--- src/rtl/adder16_mp_ctrl.sv ---
// Multi-precision add/subtract sequencer: pushes WORDS x 16-bit operands through one
// 16-bit add slice per clock, chaining the carry from the least- to the most-significant word.
module adder16_mp_ctrl #(
  parameter int WORDS  = 4,
  parameter int WORD_W = 16
) (
  input  logic                clk,
  input  logic                rst_n,
  input  logic                start,
  input  logic                sub,
  input  logic [16*WORDS-1:0] a,
  input  logic [16*WORDS-1:0] b,
  output logic                busy,
  output logic                done,
  output logic [16*WORDS-1:0] sum,
  output logic                carry_out,
  output logic                overflow
);

  localparam int N     = 16 * WORDS;
  localparam int IDX_W = (WORDS > 1) ? $clog2(WORDS) : 1;
  localparam int MSB   = WORD_W - 1;

  // Handshake: start is sampled only while idle; after acceptance busy stays high for
  // exactly WORDS cycles, and done pulses for one cycle once the full result is in sum.
  typedef enum logic [1:0] {
    IDLE = 2'd0,
    RUN  = 2'd1,
    DONE = 2'd2
  } state_t;

  state_t           state;
  logic [IDX_W-1:0] idx;
  logic [N-1:0]     a_q;
  logic [N-1:0]     b_q;
  logic             sub_q;
  logic             carry_q;

  logic [WORD_W-1:0] a_word;
  logic [WORD_W-1:0] b_word;
  logic [WORD_W:0]   slice;
  logic              last_word;
  logic              slice_ovf;

  // One slice of the wide operation; b is inverted for subtract and the +1 comes in
  // through carry_q, which is seeded with sub on acceptance.
  always_comb begin
    a_word    = a_q[idx*WORD_W +: WORD_W];
    b_word    = b_q[idx*WORD_W +: WORD_W] ^ {WORD_W{sub_q}};
    slice     = {1'b0, a_word} + {1'b0, b_word} + {{WORD_W{1'b0}}, carry_q};
    last_word = (idx == IDX_W'(WORDS - 1));
    slice_ovf = (a_word[MSB] == b_word[MSB]) && (slice[MSB] != a_word[MSB]);
  end

  always_ff @(posedge clk) begin
    if (!rst_n) begin
      state     <= IDLE;
      idx       <= '0;
      a_q       <= '0;
      b_q       <= '0;
      sub_q     <= 1'b0;
      carry_q   <= 1'b0;
      busy      <= 1'b0;
      done      <= 1'b0;
      sum       <= '0;
      carry_out <= 1'b0;
      overflow  <= 1'b0;
    end else begin
      case (state)
        IDLE: begin
          done <= 1'b0;
          if (start) begin
            a_q     <= a;
            b_q     <= b;
            sub_q   <= sub;
            carry_q <= sub;
            idx     <= '0;
            busy    <= 1'b1;
            state   <= RUN;
          end
        end
        RUN: begin
          sum[idx*WORD_W +: WORD_W] <= slice[WORD_W-1:0];
          carry_q                   <= slice[WORD_W];
          if (last_word) begin
            // Only the most-significant slice defines the full-width flags.
            carry_out <= slice[WORD_W];
            overflow  <= slice_ovf;
            busy      <= 1'b0;
            idx       <= '0;
            state     <= DONE;
          end else begin
            idx <= idx + 1'b1;
          end
        end
        DONE: begin
          done  <= 1'b1;
          state <= IDLE;
        end
        default: begin
          state <= IDLE;
          busy  <= 1'b0;
          done  <= 1'b0;
        end
      endcase
    end
  end

endmodule

--- config.mk ---
export PLATFORM = sky130hd
export DESIGN_NAME = adder16_mp_ctrl
export DESIGN_NICKNAME = d
export VERILOG_FILES = /design/src/rtl/adder16_mp_ctrl.sv
export SDC_FILE = /design/constraint.sdc
export NUM_CORES = 1
export LEC_CHECK = 0
export CAP_MARGIN = 20
export CELL_PAD_IN_SITES_DETAIL_PLACEMENT = 1
export CELL_PAD_IN_SITES_GLOBAL_PLACEMENT = 2
export CORE_ASPECT_RATIO = 1.4
export CORE_MARGIN = 10
export CORE_UTILIZATION = 30
export DETAILED_ROUTE_END_ITERATION = 10
export PLACE_DENSITY = 0.85
export REMOVE_ABC_BUFFERS = 1
export SLEW_MARGIN = 20
export SYNTH_ARGS = -nofsm -noshare
export SYNTH_HDL_FRONTEND = slang
export SYNTH_SLANG_ARGS = --single-unit
--- constraint.sdc ---
create_clock -name clk -period 7.15 [get_ports clk]
set_input_delay 2.145 -clock clk [delete_from_list [all_inputs] [get_ports clk]]
set_output_delay 2.145 -clock clk [all_outputs]
set_load 0.005 [all_outputs]
Word level (Yosys, flattened, before mapping)
Index checks and enable logic that the tools add are counted.
Operators by class
  add/sub/neg operators: 4
  multipliers: 0
  divide/modulo/power cells: 0
  magnitude comparators: 0
  equality and inequality tests: 7
  shift-type cells: 4
  muxes and demuxes: 13
  bitwise logic cells: 2
  reduce and logical (&&, ||, !) cells: 8
Operators by type and width (number)
  indexed part select 64 x 7 -> 16 bit: 2
  bitwise mux 64 bit: 1
  variable shift 16 x 34 -> 64 bit, first input constant: 1
  indexed part select 16 x 34 -> 64 bit: 1
  negation 6 -> 34 bit: 1
  adder 16 x 16 -> 17 bit: 1
  adder 17 x 1 -> 17 bit: 1
  XOR 16 bit: 1
  2-to-1 mux 2 bit: 4
  one-hot mux 2 bit (2 select lines): 2
  AND reduction 2 bit: 4
  equality test 2 bit, second input constant: 2
  inequality test 2 bit, second input constant: 2
  one-hot mux 1 bit (2 select lines): 2
  2-to-1 mux 1 bit: 3
  one-hot mux 1 bit (3 select lines): 1
  AND reduction 3 bit: 1
  adder 2 x 1 -> 2 bit, second input constant: 1
  equality test 2 x 1 -> 1 bit, second input constant: 1
  zero test 2 bit: 1
  nonzero test 2 bit: 1
  equality test 1 bit: 1
  logical AND 1 bit: 1
  inequality test 1 bit: 1
  inverter 1 bit: 1
Storage, ports and cells
  register bits after elaboration: 202
  latch bits: 0
  memory bits (writable): 0
  memory bits (read-only): 0
  bits of input ports: 132
  output and inout port bits: 68
  word-level logic and storage cells: 49
  memories: 0

Longest topological paths before layout
Gate-level depths: netlist (run 1).
  word-level depth: 6
  mapped depth: 12
  depth with buffers taken out: 10

Worst setup path after synthesis (run 1)
No wires, ideal clock.
  path kind: flip-flop to flip-flop
  start: register idx[0]
  end: register sum[22]
  library setup time: 70 ps
  arrival time: 3581 ps
  required time: 7080 ps
  setup slack: 3498 ps
  cell stages (with the launch flop): 13
  period minus slack after synthesis: 3652 ps
  path through: dfxtp_1 buf_2 buf_2 mux4_2 xnor2_1 fa_1 inv_1 fa_1 a211o_1 a211o_1 and2_1 or3b_1 a21oi_1
On the way
  word-level cells in the longest chain between the ends: 6
  elaborated cells between the ends (all ways): 9
  those cells by class: add/sub (3); shift (4); mux (1); bitwise (1)
RTL lines
  start, declared: RTL line 33  | logic [IDX_W-1:0] idx;
  start signal, assigned: RTL line 93  | idx <= idx + 1'b1;
  indexed part select 64 x 7 -> 16 bit: RTL line 49  | b_word = b_q[idx*WORD_W +: WORD_W] ^ {WORD_W{sub_q}};
  XOR 16 bit: RTL line 49
  adder 16 x 16 -> 17 bit: RTL line 50  | slice = {1'b0, a_word} + {1'b0, b_word} + {{WORD_W{1'b0}}, carry_q};
  adder 17 x 1 -> 17 bit: RTL line 50
  indexed part select 16 x 34 -> 64 bit: RTL line 83  | sum[idx*WORD_W +: WORD_W] <= slice[WORD_W-1:0];
  bitwise mux 64 bit (*): RTL line 83
  end signal, assigned by index: RTL line 83
  end, declared: RTL line 15  | output logic [16*WORDS-1:0] sum,
Mark *: on every way between the ends. The rest lies on a longest branch, timed or not.
A chain may end at the register's enable or synchronous reset.

Worst setup path in the final report (run 1)
  start: register idx[0]
  end: register sum[46]
The elaborated chain is that of the path after synthesis.

==> results of run 1 <==
where the power goes:
part / internal, mW / switching, mW
Sequential: 1.18 / 0.0318
Clock: 0.593 / 0.459
Combinational: 0.197 / 0.250
worst max-delay path, stage by stage (launching register included):
cell and delay, ns:
dfxtp_2 0.91, buf_4 0.49, mux4_2 0.61, xor2_1 0.17, ha_1 0.42, a21oi_1 0.23
o21ai_0 0.26, a211o_1 0.36, a211oi_1 0.57, o31ai_1 0.17
state kept, by name, summed over array words and instances, names as in the netlist:
signal and flops:
busy 1, a_q 64, overflow 1, carry_q 1, b_q 64, sum 64
sub_q 1, done 1, state 2, idx 2, carry_out 1
placed cells by master, fill, tap and decap left out, types with 6 or more instances in the layout:
cell type / synthesis / routed
a211oi_1: 6 / 6
o31ai_1: 13 / 13
inv_1: 12 / 12
o21ai_0: 15 / 15
a22oi_1: 17 / 17
nand3_1: 8 / 8
clkdlybuf4s50_1: 0 / 199
nor3_1: 8 / 8
clkbuf_16: 0 / 21
ha_1: 21 / 21
clkbuf_1: 54 / 6
a211o_1: 6 / 6
a32oi_1: 7 / 7
a21oi_1: 152 / 152
nor2b_1: 8 / 8
nor2_1: 35 / 34
mux4_2: 32 / 32
xor2_1: 17 / 17
dfxtp_1: 202 / 200
o211ai_1: 7 / 7
buf_4: 0 / 8
a22o_1: 16 / 16
nand2_1: 304 / 304
o21a_1: 9 / 9
per-layer routing:
layer / up-vias / wire [µm] / part of all wire / GRT usage
met1: 3787 / 12100 / 0.41 / 0.168
met3: 28 / 1120 / 0.038 / 0.0223
met4: 0 / 458 / 0.015 / 0.0367
met2: 155 / 16000 / 0.54 / 0.291
met5: - / 0 / 0 / 0
li1: 3930 / - / - / -
kinds of logic (layout without fill, tap and decap cells):
| group | Yosys count | after routing | share of synthesized area |
|---|---|---|---|
| adders and majority gates | 23 | 23 | 0.0339 |
| DFF | 202 | 202 | 0.453 |
| muxes | 32 | 32 | 0.0807 |
| buffers and inverters | 80 | 256 | 0.0352 |
| AOI/OAI and AO/OA | 274 | 274 | 0.191 |
| xor gates and xnor gates | 19 | 19 | 0.0186 |
| and+or+nand+nor | 402 | 402 | 0.188 |
worst min path at each step:
| stage | startpoint | endpoint |
|---|---|---|
| 2_1_floorplan | a_q[32] | a_q[32] |
| 3_3_place_gp | b_q[9] | b_q[9] |
| 3_5_place_dp | b_q[62] | b_q[62] |
| 4_1_cts | b_q[62] | b_q[62] |
| 5_1_grt | a_q[6] | a_q[6] |
| 6_report | a_q[6] | a_q[6] |
layout make-up:
type / instances / area share
inverters: 13 / 0.00433
flip-flops and latches: 202 / 0.342
clock inverters: 4 / 0.00201
well taps: 380 / 0.0401
repair buffers: 207 / 0.173
multi-input cells: 750 / 0.387
clock buffers: 32 / 0.0521
per-stage QoR:
step                      worst slack, ns  cells
after floorplan                     0.443    965
after global placement               2.35   1552
after detailed placement             2.34   1552
after CTS                            2.71   1588
after global routing                 2.38   1588
final                                2.81   1588
==> out/qor.csv, run 1 <==
metric,value,unit
most common library cells after synthesis,"304 x nand2_1, 202 x dfxtp_1, 152 x a21oi_1",
WS Path Type,register to register,
first-pass GRT wire length,46.3,mm
P_leak,4.39,nW
core region area,0.0293,mm²
"top cells by area, synth","dfxtp_1 45%, nand2_1 13%, a21oi_1 8.5%",
final hold slack,0.453,ns
Sequential Area,0.00405,mm²
cell count after synthesis,1032,
hold crit path type,register to register,
reg2reg start,idx[0],
Register-to-Register Path Depth,9,
Power Total,2.71,mW
post-route setup TNS,0,ns
Final nets,1350,
Mapped Area,0.00893,mm²
Max Buffers Root-to-Sink,3,
RSZ-0062 raised after global routing,false,
cell at the root of the clock tree,clkbuf_16,
IO Count,200,
die area,0.0372,mm²
Iter 0 DRT Violations,362,
Post-synth EDFFs,0,
Sink Count,202,
Finished Cell Area,0.0118,mm²
Fin. Hold Viols,0,
#FFs+latches synth,202,
gr ovfl total,0,
fillers,3443,
Routed Antenna Nets,0,
die height,224,µm
IO buf count,199,
Critical Path AT,4.70,ns
Area Overhead vs Synth,32.7,%
crit path capture type,register,
Starting Density,0.305,
Rows,74,
worst r2r dst,sum[46],
CP Launch Type,register,
largest net degree at the start of global routing,94,
layout cell share with drive strength beyond 1,0.0704,
Post-CTS Setup Bufs,0,
Post-Route WL,29.7,mm
hold path cells,2,
multi-input logic area,0.00458,mm²
vias per std cell,4.97,
"Core Util, Final",0.405,
top cell type's share of synthesized area,0.453,
distinct cell type count after synthesis,58,
"Seq/Total Area, Yosys",0.453,
final setup fails,0,
clk_lat worst skew,0.51,ns
synth warn,0,
peak supply drop,111,µV
# resized after CTS,0,
Vias,7900,
post-synth top area cell,dfxtp_1,
dpl cell area,0.0112,mm²
"Avg Cell Area, Syn",8.65,µm²
global placer's final weighted congestion,0.815,
dpl hpwl,21.9,mm
"Slew Viols, Final",0,
cts-stage hold buffer count,0,
share of flip-flops with an asynchronous set or reset,0,
Setup crit end,sum[46],
most common cell in the netlist,nand2_1,
fin crit period,4.34,ns
Max Cap Violations,0,
Setup crit start,idx[0],
initial antenna violation count,0,
Worst-path clk slew,0.06,ns
Num CTS Buffers,21,
Crit Path Max Fanout,25,
Max-Slew Margin vs Limit,0.266,
clock skew,0.0185,ns
period utilisation layout,0.608,
Routed WL per cell,18.7,µm
First-pass DRT Iterations,4,
CP required,7.51,ns
Residual DRC,0,
Antenna diodes,0,
Worst-Margin Slew,1.10,ns
CTS tree,yes,
DIE WIDTH,166,µm
pwr dens,229,mW/mm²
ys flop type,dfxtp_1,
FMAX,0.230,GHz
outcome,completed,
GR Util All Layers,0.151,
H-tree Lvls,1,
r2r setup slk,2.81,ns
vias in the first global route,8419,
Note: power is estimated with default switching activity, not from simulation.
==> inputs of run 2 (changes only) <==
- CORE_UTILIZATION: 30 -> 27
- PLACE_DENSITY: 0.85 -> 0.81
- clock period: 7.15 -> 3.7 ns (I/O delays scaled with it)
==> run 2 against run 1 <==
Against the previous run:
- final cell count up 5.3%
- cell area is 2.9% higher
- utilization shrank 3.0 points
- critical path depth grew 1
- count of clock-buffer cells in the layout increased by 1
- combinational power rose by 110%
==> out/qor.csv, run 2 (synthesis gave the netlist of run 1 again) <==
metric,value,unit,change
Max Cap Violations,0,,unchanged
Routed WL per cell,18.6,µm,-0.19%
Worst-Margin Slew,0.792,ns,-0.309 ns
Rows,78,,+5.4%
Sink Count,202,,unchanged
Register-to-Register Path Depth,10,,+1
RSZ-0062 raised after global routing,false,,
Clk pwr share,0.397,,+0.008
Fin. Hold Viols,0,,unchanged
final hold slack,0.450,ns,-0.00266 ns
vias in the first global route,8636,,+2.6%
Num CTS Buffers,21,,unchanged
IO buf count,199,,unchanged
hold path cells,2,,unchanged
Int Pwr,3.96,mW,+100%
"CP delay by family, top",compound AO/OA/AOI/OAI gates,,
WS Path Type,register to register,,
"Critical Path, Cell by Cell",mux4_2 -> xnor2_1 -> fa_1 -> inv_1 -> fa_1 -> a211o_1 -> a211o_1 -> and2_1 -> or3b_1 -> a21oi_1,,
register share of total power,0.432,,-0.015
Antenna diodes,0,,unchanged
die area,0.0409,mm²,+9.9%
CP required,4.13,ns,-3.38 ns
"commonest cells after routing, fill and taps aside","304 x nand2_1, 200 x dfxtp_1, 199 x clkdlybuf4s50_1, 152 x a21oi_1, 34 x nor2_1",,
outcome,completed,,
critical path depth in cells,10,,+1
gr ovfl total,0,,unchanged
initial antenna violation count,0,,unchanged
"non-filler cells, final",1672,,+5.3%
vias per std cell,4.79,,-3.8%
P_leak,4.53,nW,+3.2%
period utilisation layout,0.930,,+0.322
FMAX,0.291,GHz,+26%
Crit Path Max Fanout,6,,-76%
global placer's final weighted congestion,0.834,,+2.3%
fin crit period,3.44,ns,-0.904 ns
Net Switching,1.44,mW,+94%
clk_lat worst skew,0.51,ns,about the same
Starting Density,0.275,,-0.0304
Final nets,1372,,+1.6%
die height,235,µm,+4.9%
Vias,8001,,+1.3%
core region area,0.0325,mm²,+11%
cell at the root of the clock tree,clkbuf_16,,
CP max stage cell,mux4_2,,
IO Count,200,,unchanged
Switching Share,0.266,,-0.00714
Critical Path AT,3.87,ns,-0.83 ns
Max Buffers Root-to-Sink,3,,unchanged
Routed Antenna Nets,0,,unchanged
largest net degree at the start of global routing,73,,-22%
Buffers & Inverters on Critical Path,1,,unchanged
Inst Count DP,1634,,+5.3%
"most common cell after layout, fill and taps aside",nand2_1,,
Post-Route WL,31.2,mm,+5.1%
top flop regs,"a_q: 64 flops, b_q: 64 flops, sum: 64 flops",,
Residual DRC,0,,unchanged
"Largest stage delay, worst path",0.54,ns,-0.37 ns
post-route setup TNS,0,ns,unchanged
DIE WIDTH,174,µm,+4.8%
crit path capture type,register,,
pwr dens,443,mW/mm²,+94%
CTS tree,yes,,
dpl hpwl,23.8,mm,+8.7%
clock skew,0.0103,ns,-0.00823 ns
first-pass GRT wire length,49.0,mm,+5.8%
Max-Slew Margin vs Limit,0.471,,+0.205
final setup fails,0,,unchanged
"Slew Viols, Final",0,,unchanged
H-tree Lvls,1,,unchanged
peak supply drop,193,µV,+74%
CP Launch Type,register,,
Worst-path clk slew,0.06,ns,about the same
layout cell share with drive strength beyond 1,0.0877,,+0.0173
First-pass DRT Iterations,4,,unchanged
Area Overhead vs Synth,36.6,%,
Gate power share,0.171,,+0.006
GR Util All Layers,0.146,,-0.00448
Iter 0 DRT Violations,391,,+8.0%
hold crit path type,register to register,,
## run 2: final cells by class
class,instances,area (µm²)
clock buffers,33,611
inverters,13,51.3
flip-flops and latches,202,4050
multi-input cells,750,4590
fillers,3831,20300
repair buffers,229,2270
clock inverters,5,81.3
well taps,440,551
## run 2: worst min-delay path, cell delays in order (launching register included)
cell	delay, ns
dfxtp_1	0.30
nand2_1	0.05
a21oi_1	0.05
## run 2: path summary, 6_finish.rpt
check	from	end	slack (ns)
hold / removal	a_q[37]	a_q[37]	0.45
setup reg to reg	idx[0]	sum[22]	0.26
hold reg to reg	a_q[37]	a_q[37]	0.45
setup / recovery	idx[0]	sum[22]	0.26
## run 2: stage by stage
step | worst slack [ns] | utilization | power [mW] | cell area (µm²)
global placement | 0.309 | 0.354 | 3.29 | 11500
detailed placement | 0.242 | 0.354 | 3.31 | 11500
global route | 0.0460 | 0.375 | 5.67 | 12200
CTS | 0.233 | 0.375 | 5.48 | 12200
floorplan | -1.97 | - | 2.88 | 8660
finish | 0.260 | 0.375 | 5.40 | 12200
## run 2: power groups by stage
stage | logic (mW) | registers (mW) | clock network (mW)
after floorplan | 0.499 | 2.38 | 0
after global placement | 0.916 | 2.38 | 0
final | 0.923 | 2.33 | 2.15
after global routing | 1.03 | 2.34 | 2.30
after CTS | 0.935 | 2.33 | 2.21
after detailed placement | 0.930 | 2.38 | 0
## run 2: per-layer routing
metal	GRT usage	wire length [µm]
met5	0	0
met4	0.0430	673
met3	0.0213	1130
met2	0.279	16700
met1	0.163	12600
## run 2: repair_timing
item                                    in CTS  in global routing
setup buffers                                0                  0
hold buffers                                 0                  0
endpoints found under the setup margin       0                  7
resized for setup                            0                  3
==> inputs of run 3 (changes only) <==
- PLACE_DENSITY: 0.81 -> not set
- PLACE_DENSITY_LB_ADDON: not set -> 0.1
==> run 3 against run 2 <==
Against the previous run:
- hold slack lost 0.0010 ns
- critical path depth stayed put
- total power grew 1.4%
- wire length is 0.99% higher
- global-route usage increased by 0.38 points
- combinational power is 1% higher
- setup slack lost 0.014 ns
- die area did not move
- via count grew 0.56%
- largest power group unchanged
- highest routed layer unchanged
==> out/qor.csv, run 3 (synthesis gave the netlist of run 1 again) <==
metric,value,unit,change
outcome,completed,,
first-pass GRT wire length,49.7,mm,+1.5%
global placer's final weighted congestion,0.796,,-4.6%
Routed Antenna Nets,0,,unchanged
P_leak,4.59,nW,+1.3%
WS Path Type,register to register,,
Post-Route WL,31.5,mm,+0.99%
Iter 0 DRT Violations,398,,+1.8%
vias in the first global route,8717,,+0.94%
peak supply drop,276,µV,+43%
FMAX,0.290,GHz,-0.40%
Crit Path Max Fanout,6,,unchanged
"non-filler cells, final",1678,,+0.36%
H-tree Lvls,1,,unchanged
Rows,78,,unchanged
CP Launch Type,register,,
Fin. Hold Viols,0,,unchanged
fin crit period,3.45,ns,+0.0138 ns
CP required,4.14,ns,about the same
Inst Count DP,1639,,+0.31%
CTS tree,yes,,
First-pass DRT Iterations,4,,unchanged
Area Overhead vs Synth,37.7,%,
die height,235,µm,unchanged
Post-CTS Setup Bufs,0,,unchanged
GR Util All Layers,0.150,,+0.00376
gr ovfl total,0,,unchanged
cell at the root of the clock tree,clkbuf_16,,
"commonest cells after routing, fill and taps aside","304 x nand2_1, 200 x dfxtp_1, 199 x clkdlybuf4s50_1, 152 x a21oi_1, 34 x nor2_1",,
crit path capture type,register,,
Final nets,1379,,+0.51%
Antenna diodes,0,,unchanged
DIE WIDTH,174,µm,unchanged
die area,0.0409,mm²,unchanged
Sink Count,202,,unchanged
Num CTS Buffers,23,,+9.5%
Vias,8046,,+0.56%
Final WS setup,0.246,ns,-0.0138 ns
largest net degree at the start of global routing,52,,-29%
vias per std cell,4.79,,+0.20%
Worst-path clk slew,0.06,ns,about the same
pre-CTS setup slack,0.137,ns,-0.105 ns
hold crit path type,register to register,,
clock skew,0.00605,ns,-0.00426 ns
Starting Density,0.275,,unchanged
Power Total,5.48,mW,+1.4%
Worst-Margin Slew,0.564,ns,-0.228 ns
Critical Path AT,3.89,ns,+0.02 ns
multi-input logic area,0.00459,mm²,+0.14%
"Core Util, Final",0.378,,+0.00312
Routed WL per cell,18.8,µm,+0.63%
final hold slack,0.449,ns,-0.00102 ns
Max Buffers Root-to-Sink,3,,unchanged
RSZ-0062 raised after global routing,false,,
"most common cell after layout, fill and taps aside",nand2_1,,
fillers,3773,,-1.5%
layout cell share with drive strength beyond 1,0.0969,,+0.00927
Residual DRC,0,,unchanged
core region area,0.0325,mm²,unchanged
pwr dens,445,mW/mm²,+0.52%
top flop regs,"a_q: 64 flops, b_q: 64 flops, sum: 64 flops",,
initial antenna violation count,0,,unchanged
Max Cap Violations,0,,unchanged
final setup fails,0,,unchanged
clk_lat worst skew,0.51,ns,about the same
Sequential Area,0.00405,mm²,about the same
"Slew Viols, Final",0,,unchanged
IO Count,200,,unchanged
period utilisation layout,0.933,,+0.00374
IO buf count,199,,unchanged
dpl hpwl,23.8,mm,-0.21%
Max-Slew Margin vs Limit,0.624,,+0.153
[run 3: what timing repair did]
item / in CTS / in global routing
setup endpoints to repair: 0 / 9
gates resized for setup: 0 / 3
hold buffers: 0 / 0
endpoints found under the hold margin: 0 / 0
[run 3: report_power, final]
group / internal, mW / leakage (nW) / switching [mW]
clock: 1.31 / 0.358 / 0.907
sequential: 2.28 / 1.65 / 0.0536
combinational: 0.422 / 2.58 / 0.511
[run 3: layout make-up]
type	instances	share of cell area
Clock buffer	32	0.0536
Timing Repair Buffer	234	0.189
Multi-Input combinational cell	750	0.374
Sequential cell	202	0.329
Clock inverter	7	0.00509
Tap cell	440	0.0448
Inverter	13	0.00417
[run 3: stage by stage]
| stage | cell area [µm²] | TNS [ns] |
|---|---|---|
| global placement | 11600 | 0 |
| CTS | 12300 | 0 |
| detailed placement | 11600 | 0 |
| floorplan | 8660 | -253.65 |
| finish | 12300 | 0 |
| global route | 12300 | 0 |
[run 3: worst max-delay path: stages, from the launching register on]
cell and delay (ns):
dfxtp_4 0.41, mux4_2 0.53, xnor2_1 0.20, fa_2 0.30
inv_1 0.07, fa_1 0.41, a211o_1 0.35, a211o_1 0.33
a2111oi_0 0.41, a31oi_1 0.17, o21ai_0 0.20
[run 3: worst paths after layout]
check               start  endpoint  slack [ns]  depth (start not counted)
setup reg to reg   idx[0]   sum[24]        0.25                         10
hold reg to reg   sum[16]   sum[16]        0.45                          2
setup / recovery   idx[0]   sum[24]        0.25                         10
hold / removal    sum[16]   sum[16]        0.45                          2
[run 3: metal layers]
metal / track usage / vias up / wire [µm]
met5: 0 / - / 0
met4: 0.0427 / 0 / 511
met3: 0.0242 / 26 / 1150
met2: 0.271 / 148 / 16100
met1: 0.179 / 3880 / 13700
li1: - / 3992 / -
